$ cat src/rtl/hazard_controller_if.sv
// rtl/hazard_controller_if.sv - pipeline <-> hazard controller signal bundle
// Perf counter signals exist only when HAZARD_PERF_CNT_EN is defined.
interface hazard_controller_if;
  logic [4:0] id_rs1;
  logic [4:0] id_rs2;
  logic       id_uses_rs1;
  logic       id_uses_rs2;
  logic       id_ex_mem_read;
  logic [4:0] id_ex_rd;
  logic       ex_branch_taken;
  logic       ex_md_start;
  logic       md_done;
  logic       pc_write;
  logic       if_id_write;
  logic       id_ex_bubble;
  logic       if_id_flush;
  logic       ex_hold;
  logic       ex_mem_bubble;
  logic       md_timeout_err;
  logic [1:0] state;
`ifdef HAZARD_PERF_CNT_EN
  logic [31:0] stall_cycles;
  logic [31:0] flush_count;
`endif

  modport master (
    output id_rs1, id_rs2, id_uses_rs1, id_uses_rs2, id_ex_mem_read, id_ex_rd,
           ex_branch_taken, ex_md_start, md_done,
    input  pc_write, if_id_write, id_ex_bubble, if_id_flush, ex_hold,
           ex_mem_bubble, md_timeout_err, state
`ifdef HAZARD_PERF_CNT_EN
    , input stall_cycles, flush_count
`endif
  );

  modport slave (
    input  id_rs1, id_rs2, id_uses_rs1, id_uses_rs2, id_ex_mem_read, id_ex_rd,
           ex_branch_taken, ex_md_start, md_done,
    output pc_write, if_id_write, id_ex_bubble, if_id_flush, ex_hold,
           ex_mem_bubble, md_timeout_err, state
`ifdef HAZARD_PERF_CNT_EN
    , output stall_cycles, flush_count
`endif
  );
endinterface

$ cat src/rtl/hazard_controller.sv
// rtl/hazard_controller.sv - load-use / branch / mul-div hazard controller
// Optional stall/flush counters enabled by HAZARD_PERF_CNT_EN.
module hazard_controller #(
  parameter int MD_TIMEOUT = 34
) (
  input logic           clk,
  input logic           rst_n,
  hazard_controller_if.slave hif
);

  typedef enum logic [1:0] {
    RUN     = 2'b00,
    MD_WAIT = 2'b01,
    ERR     = 2'b10
  } state_e;

  localparam logic [5:0] CNT_LAST = 6'(MD_TIMEOUT - 1);

  state_e     state_q, state_d;
  logic [5:0] cnt_q, cnt_d;
  logic       load_use;

  assign load_use = hif.id_ex_mem_read && (hif.id_ex_rd != 5'd0) &&
                    ((hif.id_uses_rs1 && (hif.id_rs1 == hif.id_ex_rd)) ||
                     (hif.id_uses_rs2 && (hif.id_rs2 == hif.id_ex_rd)));

  always_ff @(posedge clk) begin
    if (!rst_n) begin
      state_q <= RUN;
      cnt_q   <= 6'd0;
    end else begin
      state_q <= state_d;
      cnt_q   <= cnt_d;
    end
  end

  always_comb begin
    state_d = state_q;
    cnt_d   = cnt_q;
    unique case (state_q)
      RUN: begin
        if (hif.ex_md_start && !hif.md_done) begin
          state_d = MD_WAIT;
          cnt_d   = 6'd0;
        end
      end
      MD_WAIT: begin
        // Completion beats the timeout when both land in the same cycle.
        if (hif.md_done) begin
          state_d = RUN;
        end else if (cnt_q == CNT_LAST) begin
          state_d = ERR;
        end else begin
          cnt_d = cnt_q + 6'd1;
        end
      end
      default: state_d = ERR;
    endcase
  end

  always_comb begin
    hif.pc_write       = 1'b1;
    hif.if_id_write    = 1'b1;
    hif.id_ex_bubble   = 1'b0;
    hif.if_id_flush    = 1'b0;
    hif.ex_hold        = 1'b0;
    hif.ex_mem_bubble  = 1'b0;
    hif.md_timeout_err = 1'b0;
    hif.state          = RUN;
    if (rst_n) begin
      hif.state = state_q;
      unique case (state_q)
        RUN: begin
          if (hif.ex_branch_taken) begin
            hif.if_id_flush  = 1'b1;
            hif.id_ex_bubble = 1'b1;
          end else if (load_use) begin
            hif.pc_write     = 1'b0;
            hif.if_id_write  = 1'b0;
            hif.id_ex_bubble = 1'b1;
          end
        end
        MD_WAIT: begin
          if (!hif.md_done) begin
            hif.pc_write      = 1'b0;
            hif.if_id_write   = 1'b0;
            hif.ex_hold       = 1'b1;
            hif.ex_mem_bubble = 1'b1;
          end else if (load_use) begin
            hif.pc_write     = 1'b0;
            hif.if_id_write  = 1'b0;
            hif.id_ex_bubble = 1'b1;
          end
        end
        default: begin
          hif.pc_write       = 1'b0;
          hif.if_id_write    = 1'b0;
          hif.ex_hold        = 1'b1;
          hif.ex_mem_bubble  = 1'b1;
          hif.md_timeout_err = 1'b1;
        end
      endcase
    end
  end

`ifdef HAZARD_PERF_CNT_EN
  logic [31:0] stall_q, flush_q;

  always_ff @(posedge clk) begin
    if (!rst_n) begin
      stall_q <= 32'd0;
      flush_q <= 32'd0;
    end else begin
      if (!hif.pc_write && (stall_q != 32'hFFFF_FFFF)) stall_q <= stall_q + 32'd1;
      if (hif.if_id_flush && (flush_q != 32'hFFFF_FFFF)) flush_q <= flush_q + 32'd1;
    end
  end

  assign hif.stall_cycles = stall_q;
  assign hif.flush_count  = flush_q;
`endif

endmodule

$ cat src/flat_wrapper.sv
// flat-port wrapper written by rule: the top's interface ports become plain ports
module hazard_controller_flat 
#(
  parameter int MD_TIMEOUT = 34
)
  (clk, rst_n, hif_id_rs1, hif_id_rs2, hif_id_uses_rs1, hif_id_uses_rs2, hif_id_ex_mem_read, hif_id_ex_rd, hif_ex_branch_taken, hif_ex_md_start, hif_md_done, hif_pc_write, hif_if_id_write, hif_id_ex_bubble, hif_if_id_flush, hif_ex_hold, hif_ex_mem_bubble, hif_md_timeout_err, hif_state);
  hazard_controller_if hif_i ();
  input logic clk;
  input logic rst_n;
  input wire logic [$bits(hif_i.id_rs1)-1:0] hif_id_rs1;
  input wire logic [$bits(hif_i.id_rs2)-1:0] hif_id_rs2;
  input wire logic [$bits(hif_i.id_uses_rs1)-1:0] hif_id_uses_rs1;
  input wire logic [$bits(hif_i.id_uses_rs2)-1:0] hif_id_uses_rs2;
  input wire logic [$bits(hif_i.id_ex_mem_read)-1:0] hif_id_ex_mem_read;
  input wire logic [$bits(hif_i.id_ex_rd)-1:0] hif_id_ex_rd;
  input wire logic [$bits(hif_i.ex_branch_taken)-1:0] hif_ex_branch_taken;
  input wire logic [$bits(hif_i.ex_md_start)-1:0] hif_ex_md_start;
  input wire logic [$bits(hif_i.md_done)-1:0] hif_md_done;
  output wire logic [$bits(hif_i.pc_write)-1:0] hif_pc_write;
  output wire logic [$bits(hif_i.if_id_write)-1:0] hif_if_id_write;
  output wire logic [$bits(hif_i.id_ex_bubble)-1:0] hif_id_ex_bubble;
  output wire logic [$bits(hif_i.if_id_flush)-1:0] hif_if_id_flush;
  output wire logic [$bits(hif_i.ex_hold)-1:0] hif_ex_hold;
  output wire logic [$bits(hif_i.ex_mem_bubble)-1:0] hif_ex_mem_bubble;
  output wire logic [$bits(hif_i.md_timeout_err)-1:0] hif_md_timeout_err;
  output wire logic [$bits(hif_i.state)-1:0] hif_state;
  assign hif_i.id_rs1 = hif_id_rs1;
  assign hif_i.id_rs2 = hif_id_rs2;
  assign hif_i.id_uses_rs1 = hif_id_uses_rs1;
  assign hif_i.id_uses_rs2 = hif_id_uses_rs2;
  assign hif_i.id_ex_mem_read = hif_id_ex_mem_read;
  assign hif_i.id_ex_rd = hif_id_ex_rd;
  assign hif_i.ex_branch_taken = hif_ex_branch_taken;
  assign hif_i.ex_md_start = hif_ex_md_start;
  assign hif_i.md_done = hif_md_done;
  assign hif_pc_write = hif_i.pc_write;
  assign hif_if_id_write = hif_i.if_id_write;
  assign hif_id_ex_bubble = hif_i.id_ex_bubble;
  assign hif_if_id_flush = hif_i.if_id_flush;
  assign hif_ex_hold = hif_i.ex_hold;
  assign hif_ex_mem_bubble = hif_i.ex_mem_bubble;
  assign hif_md_timeout_err = hif_i.md_timeout_err;
  assign hif_state = hif_i.state;
  hazard_controller #(.MD_TIMEOUT(MD_TIMEOUT)) u_core (.clk(clk), .rst_n(rst_n), .hif(hif_i));
endmodule
$ cat config.mk
export PLATFORM = sky130hd
export DESIGN_NAME = hazard_controller_flat
export DESIGN_NICKNAME = d
export VERILOG_FILES = /design/src/rtl/hazard_controller_if.sv /design/src/rtl/hazard_controller.sv /design/src/flat_wrapper.sv
export SDC_FILE = /design/constraint.sdc
export NUM_CORES = 1
export LEC_CHECK = 0
export ABC_AREA = 0
export CORE_ASPECT_RATIO = 1.1
export CORE_MARGIN = 2
export CORE_UTILIZATION = 30
export CTS_BUF_LIST = sky130_fd_sc_hd__clkbuf_4
export CTS_CLUSTER_DIAMETER = 40
export CTS_CLUSTER_SIZE = 24
export DETAILED_ROUTE_END_ITERATION = 10
export PLACE_DENSITY = 0.66
export SLEW_MARGIN = 20
export SYNTH_ARGS = -nofsm -noshare
export SYNTH_HDL_FRONTEND = slang
export SYNTH_SLANG_ARGS = --single-unit
$ cat constraint.sdc
create_clock -name clk -period 1.5 [get_ports clk]
set_clock_uncertainty 0.15 [all_clocks]
set_input_delay 0.15 -clock clk [delete_from_list [all_inputs] [get_ports clk]]
set_output_delay 0.15 -clock clk [all_outputs]
set_load 0.005 [all_outputs]
==> flow_summary.json <==
{
  "power.clock.fraction_pct": 28.8,
  "synthDistinctLibCells": 33,
  "ys_ff_latch": 8,
  "rows": 17,
  "first_iter_violations": 2,
  "cts_buffer_depth": 2,
  "ant_nets": 0,
  "worstHoldStart": "hif_md_done",
  "critPathMaxStageDelay_ns": 0.38,
  "sequentialPowerShare_pct": 36.6,
  "violations": "setup timing",
  "timing.fmax_mhz": 621,
  "die_y_um": 51.9,
  "drive_gt1_share_pct": 51.9,
  "dp_hpwl_um": 1380,
  "final_util_pct": 61.3,
  "pin_count": 32,
  "drv_cap": 0,
  "worst_path_max_delay_cell": "dfxtp_4",
  "ys_warn_count": 0,
  "vias": 758,
  "numCtsBuffers": 3,
  "firstDrtPassIters": 4,
  "drcViolationCount": 0,
  "insertion_delay_ns": 0.26,
  "syn_inst": 76,
  "cp_max_fo": 4,
  "final_common_cell": "buf_4",
  "pwr-share-comb_pct": 34.6,
  "p_total_mw": 0.600,
  "worstMarginPinSlew_ns": 0.301,
  "crit_type": "reg2out",
  "dpl_cell_area_um2": 1060,
  "crit_chain": "nor2_4 -> and2_4 -> o32a_1 -> buf_2",
  "arrival_ns": 1.31,
  "place_congestion": 0.701,
  "initial_core_util_pct": 31.4,
  "diodes": 0,
  "routedWlPerCell_um": 11.7,
  "relSlewSlack_pct": 79.9,
  "port_buffers": 31,
  "ir_drop_mv": 0.343,
  "postCtsHoldBufs": 0,
  "final_cells": 159,
  "root_buffer": "clkbuf_4",
  "synthesis.area_um2": 627,
  "hp-class": "in2reg",
  "grt_pass1_wl_um": 3050,
  "clk_pin_slew_ns": 0.06,
  "final_nets": 158,
  "switching_share_pct": 28.2,
  "power_density_nw_per_um2": 489,
  "routed_via_density": 4.77,
  "internal_power_mw": 0.431,
  "numPlacedInstances": 147,
  "cts_sinks": 8,
  "status": "finished, violations left",
  "p_sw_mw": 0.169,
  "ys_seq_area_share_pct": 25.5,
  "grt_max_degree": 8,
  "period_minus_slack_ns": 1.61,
  "critPathCaptureType": "output pin",
  "synth_area_per_cell_um2": 8.25,
  "postLayoutCellArea_um2": 1230,
  "pre_cts_slack_ns": -0.892,
  "htree_levels": 1,
  "startpoint": "u_core.state_q[0]",
  "hold_violations": 0,
  "gr-usage-all-layers_pct": 16.8,
  "final_cell_mix": "buf_4, buf_2, nor2_1",
  "cts_tree": "yes",
  "first_global_vias": 808,
  "rsz0062_at_grt": "yes",
  "finalSetupViolations": 5,
  "routed_wl_um": 1860,
  "gr-total-overflow": 0,
  "die_area_um2": 2470,
  "core_region_area_um2": 2000,
  "die_w_um": 47.6,
  "p_leak_nw": 0.537,
  "timing.rr.start": "u_core.cnt_q[1]",
  "area_growth_pct": 95.6,
  "slew_viol_final": 0,
  "setup_ws_ns": -0.110,
  "syn_nets": 101,
  "cp.required_ns": 1.20,
  "antenna_found_initial": 0,
  "cp-start-kind": "flip-flop",
  "period_share_pct": 107
}
## final cells by class
cell class              instances  area (um2)
clock buffers                   3        22.5
fillers                       198         773
flip-flops and latches          8         170
well taps                      28        35.0
inverters                       5        18.8
repair buffers                 54         419
multi-input cells              61         561
## power groups by stage
stage | Clock [mW] | Sequential [mW] | Combinational, mW
floorplan | 0 | 0.223 | 0.0657
global placement | 0 | 0.223 | 0.182
detailed placement | 0 | 0.223 | 0.183
CTS | 0.179 | 0.219 | 0.180
global route | 0.186 | 0.220 | 0.225
finish | 0.173 | 0.220 | 0.207
## flip-flops by register name, summed over array words and instances, names as in the netlist
register / flops
u_core.cnt_q: 6
u_core.state_q: 2
## routing by layer
layer,routed length (um),global-route usage (%),up-vias
li1,-,-,375
met2,980,32.0,32
met1,680,16.3,346
met3,167,5.21,5
met4,30,5.41,0
met5,0,0,-
## timing repair
action,4_1_cts,5_1_grt
resized for setup,75,30
gates cloned,0,0
endpoints found under the setup margin,11,10
pin swaps,14,18
setup buffers,5,4
## path summary, 6_finish.rpt
kind | to | slack, ns | cells after the start
setup / recovery | hif_if_id_write | -0.11 | 4
setup reg to reg | u_core.cnt_q[1] | -0.03 | 6
hold / removal | u_core.state_q[1] | 0.15 | 3
hold reg to reg | u_core.cnt_q[5] | 0.40 | 2
## logic make-up after synthesis
| logic type | Yosys count | synth area share (%) |
|---|---|---|
| AOI/OAI and AO/OA | 14 | 16.0 |
| xor gates and xnor gates | 12 | 16.8 |
| adders and majority gates | 2 | 3.99 |
| buffers and inverters | 7 | 5.39 |
| DFF | 8 | 25.5 |
| muxes | 2 | 3.19 |
| and+or+nand+nor | 31 | 29.1 |
## per-stage QoR
step	hold slack, ns	setup TNS (ns)
2_1_floorplan	0.136	0
3_3_place_gp	0.329	-4.66
3_5_place_dp	0.348	-4.83
4_1_cts	0.360	-0.453
5_1_grt	0.161	-0.782
6_report	0.146	-0.332
## cell usage after synthesis
| cell | number | area share, % |
|---|---|---|
| mux2i_1 | 2 | 3.2 |
| buf_4 | 2 | 2.4 |
| ha_1 | 2 | 4.0 |
| o311a_1 | 1 | 1.6 |
| a21oi_1 | 3 | 2.4 |
| or4_1 | 1 | 1.2 |
| a31o_2 | 1 | 1.4 |
| or3_1 | 2 | 2.0 |
| o211ai_1 | 1 | 1.2 |
| o21ai_1 | 1 | 0.80 |
| or2_1 | 1 | 1.0 |
| o31a_1 | 1 | 1.4 |
| nand2_1 | 1 | 0.60 |
| o21ai_0 | 2 | 1.6 |
| o311ai_1 | 1 | 1.4 |
| xnor2_1 | 2 | 2.8 |
| nor4_2 | 1 | 2.0 |
| a32oi_1 | 1 | 1.4 |
| nor2_2 | 1 | 1.0 |
| and2_0 | 1 | 1.0 |
| nand4_2 | 1 | 2.0 |
| nand2b_1 | 1 | 1.0 |
| xor2_1 | 10 | 14 |
| nand4_1 | 1 | 1.0 |
| and3_1 | 1 | 1.0 |
| o21bai_1 | 1 | 1.2 |
| and2_1 | 6 | 6.0 |
| nand4bb_1 | 1 | 1.8 |
| nor2_1 | 11 | 6.6 |
| dfxtp_1 | 8 | 26 |
| nor4_1 | 1 | 1.0 |
| inv_1 | 5 | 3.0 |
| o32a_1 | 1 | 1.6 |
## critical path: cells and delay by family (launching register included)
family                 cells  cell delay, ns
flip-flops                 1            0.38
AO/OA/AOI/OAI              1            0.34
AND/OR/NAND/NOR            2            0.20
buffers and inverters      1            0.13
(Power assumes the default switching activity.)
